[config.mk]
export PLATFORM = sky130hd
export DESIGN_NAME = reg_file_scan
export DESIGN_NICKNAME = d
export VERILOG_FILES = /design/src/rtl/reg_file_pkg.sv /design/src/rtl/reg_scan_ctrl.sv /design/src/rtl/reg_file_scan.sv
export SDC_FILE = /design/constraint.sdc
export NUM_CORES = 2
export LEC_CHECK = 0
export BUFFER_PORTS_ARGS = -buffer_cell sky130_fd_sc_hd__buf_2
export CAP_MARGIN = 20
export CORE_MARGIN = 8
export CORE_UTILIZATION = 58
export DETAILED_ROUTE_END_ITERATION = 7
export PLACE_DENSITY = 0.78
export SETUP_SLACK_MARGIN = 0.4
export SLEW_MARGIN = 20
export SYNTH_ARGS = -nofsm -noshare
export SYNTH_HDL_FRONTEND = slang
export SYNTH_SLANG_ARGS = --single-unit
[constraint.sdc]
create_clock -name clk -period 1.81 [get_ports clk]
set_clock_uncertainty 0.05 [all_clocks]
set_input_delay 0.2715 -clock clk [delete_from_list [all_inputs] [get_ports clk]]
set_output_delay 0.2715 -clock clk [all_outputs]
set_load 0.02 [all_outputs]
[src/rtl/reg_file_pkg.sv]
// reg_file_pkg -- shared widths and scan-controller state encoding for the
// register file with debug scan port.
//   REG_W    : register width
//   ADDR_W   : register index width
//   NUM_REGS : number of registers (register 0 is hard-wired to zero)
//   HOLD_W   : hold counter width, wide enough for SCAN_DIV up to 255
package reg_file_pkg;
  localparam int REG_W    = 32;
  localparam int ADDR_W   = 5;
  localparam int NUM_REGS = 32;
  localparam int HOLD_W   = 8;

  typedef enum logic {
    SCAN_IDLE = 1'b0,
    SCAN_RUN  = 1'b1
  } scan_state_t;
endpackage

[src/rtl/reg_scan_ctrl.sv]
// reg_scan_ctrl -- sequencer for the debug sweep of the register file.
// Presents each register index for SCAN_DIV cycles, 0 through NUM_REGS-1,
// then returns to idle.
//   clk, rst_n  : clock, async active-low reset
//   scan_start  : start a sweep (ignored while one is running)
//   scan_busy   : sweep in progress
//   scan_idx    : register index currently presented
//   scan_valid  : high on the first cycle of each index
//
// state     | meaning
// SCAN_IDLE | no sweep; scan_idx parked at 0
// SCAN_RUN  | sweeping; hold_q counts cycles spent on scan_idx
module reg_scan_ctrl
  import reg_file_pkg::*;
#(
  parameter int SCAN_DIV = 4
) (
  input  logic              clk,
  input  logic              rst_n,
  input  logic              scan_start,
  output logic              scan_busy,
  output logic [ADDR_W-1:0] scan_idx,
  output logic              scan_valid
);

  localparam logic [HOLD_W-1:0] HOLD_LAST = HOLD_W'(SCAN_DIV - 1);
  localparam logic [ADDR_W-1:0] IDX_LAST  = ADDR_W'(NUM_REGS - 1);

  scan_state_t       state_q, state_nxt;
  logic [ADDR_W-1:0] idx_q, idx_nxt;
  logic [HOLD_W-1:0] hold_q, hold_nxt;

  always_ff @(posedge clk or negedge rst_n) begin
    if (!rst_n) begin
      state_q <= SCAN_IDLE;
      idx_q   <= '0;
      hold_q  <= '0;
    end else begin
      state_q <= state_nxt;
      idx_q   <= idx_nxt;
      hold_q  <= hold_nxt;
    end
  end

  always_comb begin
    state_nxt  = state_q;
    idx_nxt    = idx_q;
    hold_nxt   = hold_q;
    scan_busy  = 1'b0;
    scan_valid = 1'b0;
    case (state_q)
      SCAN_IDLE: begin
        idx_nxt  = '0;
        hold_nxt = '0;
        if (scan_start) state_nxt = SCAN_RUN;
      end
      SCAN_RUN: begin
        scan_busy  = 1'b1;
        scan_valid = (hold_q == '0);
        if (hold_q == HOLD_LAST) begin
          hold_nxt = '0;
          if (idx_q == IDX_LAST) begin
            state_nxt = SCAN_IDLE;
            idx_nxt   = '0;
          end else begin
            idx_nxt = idx_q + ADDR_W'(1);
          end
        end else begin
          hold_nxt = hold_q + HOLD_W'(1);
        end
      end
      default: state_nxt = SCAN_IDLE;
    endcase
  end

  assign scan_idx = idx_q;

endmodule

[src/rtl/reg_file_scan.sv]
// reg_file_scan -- 32 x 32-bit register file, two combinational read ports,
// one write port, plus a debug scan port that sweeps every register.
//   clk, rst_n           : clock, async active-low reset (clears all registers)
//   R_addr_A, R_addr_B   : read indices -> rdata_A, rdata_B (zero latency)
//   Wt_addr, Wt_data, L_S: write index, data, enable (index 0 is never written)
//   scan_start           : begin a sweep
//   scan_busy, scan_idx,
//   scan_data, scan_valid: sweep status, index, register value, first-cycle strobe
// Build option: define REG_FILE_BYPASS_EN to forward same-cycle write data to
// a read port addressing the register being written. The scan port always
// shows the stored (pre-write) value.
module reg_file_scan
  import reg_file_pkg::*;
#(
  parameter int SCAN_DIV = 4
) (
  input  logic              clk,
  input  logic              rst_n,
  input  logic [ADDR_W-1:0] R_addr_A,
  input  logic [ADDR_W-1:0] R_addr_B,
  input  logic [ADDR_W-1:0] Wt_addr,
  input  logic [REG_W-1:0]  Wt_data,
  input  logic              L_S,
  output logic [REG_W-1:0]  rdata_A,
  output logic [REG_W-1:0]  rdata_B,
  input  logic              scan_start,
  output logic              scan_busy,
  output logic [ADDR_W-1:0] scan_idx,
  output logic [REG_W-1:0]  scan_data,
  output logic              scan_valid
);

  logic [REG_W-1:0] regs [NUM_REGS];
  logic             wr_en;
  logic [REG_W-1:0] rd_a_raw, rd_b_raw;

  assign wr_en = L_S && (Wt_addr != '0);

  // regs[0] is held at zero, so every read mux can index the array directly.
  always_ff @(posedge clk or negedge rst_n) begin
    if (!rst_n) begin
      for (int i = 0; i < NUM_REGS; i++) regs[i] <= '0;
    end else begin
      regs[0] <= '0;
      if (wr_en) regs[Wt_addr] <= Wt_data;
    end
  end

  assign rd_a_raw  = regs[R_addr_A];
  assign rd_b_raw  = regs[R_addr_B];
  assign scan_data = regs[scan_idx];

`ifdef REG_FILE_BYPASS_EN
  assign rdata_A = (wr_en && (Wt_addr == R_addr_A)) ? Wt_data : rd_a_raw;
  assign rdata_B = (wr_en && (Wt_addr == R_addr_B)) ? Wt_data : rd_b_raw;
`else
  assign rdata_A = rd_a_raw;
  assign rdata_B = rd_b_raw;
`endif

  reg_scan_ctrl #(.SCAN_DIV(SCAN_DIV)) u_scan_ctrl (
    .clk        (clk),
    .rst_n      (rst_n),
    .scan_start (scan_start),
    .scan_busy  (scan_busy),
    .scan_idx   (scan_idx),
    .scan_valid (scan_valid)
  );

endmodule

==> results.cfg <==
[floorplanning]
io_pins = 154
core_area_um2 = 111000
rows = 122
start_util = 0.585
die_h_um = 350
die_area_um2 = 123000
die_x_um = 350

[synthesis]
synth_cell_types = 42
synth-seq-cells = 1038
synth_edf_count = 0
syn_inst = 5670
avgSynthCellArea_um2 = 11.4
synth_ff_type = dfrtp_1
ys_async_sr_fraction = 1.00
yosysSeqAreaShare = 0.401
syn_area_um2 = 64800
ys.warnings.count = 0

[sta]
fin_crit_ns = 3.05
setup_tns_ns = -72.93
hold_viol_final = 0
worst_slew_pin_slew_ns = 0.630
fmax_ghz = 0.328
period_share = 1.68
fin_ws_ns = -1.24
setup_viol = 106
max_slew_margin = 0.580
slew_viol_final = 0
rsz0062_at_grt = true

[clock_network]
htree_levels = 3
ctsLongestPathBuffers = 3
clock_latency_ns = 0.72
clk_pin_slew_ns = 0.07
cts_tree = yes
root_buffer = clkbuf_16
cts_buffers = 110
cts.sinks = 1038

[routing]
finalWirelength_mm = 238
route.antenna.remaining_nets = 0
avgViaCountPerCell = 7.12
wl_per_cell_um = 30.9
drc = 0
drt_iter0_drc = 7494
num_vias = 55005
dr.pass1.iters = 6

[critical_path]
worstPathArrival_ns = 2.73
cp_max_fo = 9
worstSetupPathType = flip-flop to primary output
cp.required_ns = 1.49
cp-start-kind = flip-flop
crit_path_end_kind = primary output

[cells_and_area]
nets = 6193
drive_gt1_frac = 0.357
final_common_cell = mux2i_1
layout_common_cells = mux2i_1, dfrtp_1, mux2_2, a22oi_1, buf_4
area_growth_pct = 23.1

[pwr]
worst_ir_drop_vdd_mv = 0.902
p_leak_nw = 37.2
totalPowerFinal_mw = 99.9
powerDensity_nw_per_um2 = 1250

[global_routing]
gr-total-overflow = 0
grt_pass1_wl_mm = 348
grt_pass1_vias = 55120
antenna_found_initial = 9
grt_start_max_net_pins = 67
grt_use_total = 0.367

[run]
max_cap_violations = 0

[placement]
gp_congestion = 0.959
place.detailed.hpwl_mm = 152
io_buffer_count = 153

[run_status]
status = complete, but fails checks
violations = negative setup slack

[hold_path]
hold_class = input pin to asynchronous set/reset pin
cell usage after synthesis, drive strengths merged, types with 2 or more instances:
cell | count | area share
a21oi | 163 | 0.013
mux2 | 992 | 0.17
or2 | 2 | 0.00019
a22o | 64 | 0.0087
nor3 | 34 | 0.0026
and3 | 5 | 0.00048
nand4 | 64 | 0.0062
nand3 | 360 | 0.028
xor2 | 5 | 0.00068
nand2 | 180 | 0.010
inv | 2 | 0.00012
a22oi | 544 | 0.063
buf | 304 | 0.029
a31oi | 32 | 0.0031
nor2 | 31 | 0.0037
nor3b | 5 | 0.00081
a21boi | 2 | 0.00023
dfrtp | 1038 | 0.40
clkbuf | 267 | 0.015
nor2b | 11 | 0.0011
nand2b | 4 | 0.00039
mux2i | 1537 | 0.24
o21ai | 2 | 0.00015
nand3b | 4 | 0.00046
and2 | 5 | 0.00048
ha | 4 | 0.00077
power breakdown:
group | internal, mW | total [mW] | switching (mW) | leakage (nW)
Clock | 15.6 | 25.6 | 9.95 | 2.02
Sequential | 27.7 | 33.1 | 5.43 | 13.2
Combinational | 20.7 | 41.2 | 20.5 | 22.0
logic make-up after synthesis:
group                    Yosys count  share of synthesized area
multiplexers                    2529                      0.410
XOR/XNOR                           6                   0.000811
AND/OR/NAND/NOR                  711                     0.0554
buffers and inverters            573                     0.0442
other                              1                  0.0000579
flip-flops                      1038                      0.401
adder cells (fa/ha/maj)            4                   0.000773
AO/OA/AOI/OAI                    808                     0.0879
final timing paths:
kind                                          from                         end  slack [ns]  cells after the start
min reg2reg                              flip-flop                   flip-flop        0.50                      1
max                        u_scan_ctrl.scan_idx[0]               scan_data[20]       -1.24                     10
max reg2reg                u_scan_ctrl.scan_idx[0]     u_scan_ctrl.scan_idx[3]       -0.52                      8
max in group asynchronous                    rst_n  asynchronous set/reset pin        0.87                      4
min                                          rst_n  asynchronous set/reset pin        0.14                      3
min in group clk                       Wt_data[20]                   flip-flop        0.14                      2
stage by stage:
step / hold WS [ns] / worst slack, ns / std cells / util / area, µm²
after floorplan: -0.0741 / -0.0611 / 5701 / - / 66600
after global placement: 0.0798 / -0.511 / 7410 / 0.659 / 73000
after detailed placement: 0.0759 / -0.515 / 7410 / 0.659 / 73000
after CTS: 0.106 / -1.22 / 7661 / 0.708 / 78400
after global routing: 0.162 / -1.29 / 7720 / 0.720 / 79700
final: 0.136 / -1.24 / 7723 / 0.720 / 79700
critical path, cell delays in order (launching register included):
cell and delay, ns:
dfrtp_4 0.52, buf_12 0.19, buf_4 0.17, buf_16 0.14, mux2i_4 0.18, a22o_1 0.27, nor3_2 0.13, a31oi_1 0.06
buf_4 0.15, nand3_2 0.08, buf_6 0.12
layout make-up:
cell class	count	area (µm²)
clock inverters	53	865
flip-flops and latches	1038	26000
inverters	2	7.51
well taps	1488	1860
clock buffers	151	3210
repair buffers	896	10900
fillers	7055	30900
diodes	5	12.5
multi-input cells	4090	36900
layer usage:
layer	part of all wire	up-vias	track usage
met3	0.12	1054	0.0963
met4	0.065	8	0.206
met2	0.44	4054	0.551
li1	-	22329	-
met5	0.00047	-	0
met1	0.38	27560	0.483
timing repair:
action / 4_1_cts / 5_1_grt
gates resized for setup: 211 / 179
setup endpoints to repair: 117 / 129
setup buffers: 36 / 49
pin swaps: 165 / 133
hold buffers: 3 / 0
gates cloned: 8 / 8
hold endpoints to repair: 842 / 0
Note: power is estimated with default switching activity, not from simulation.
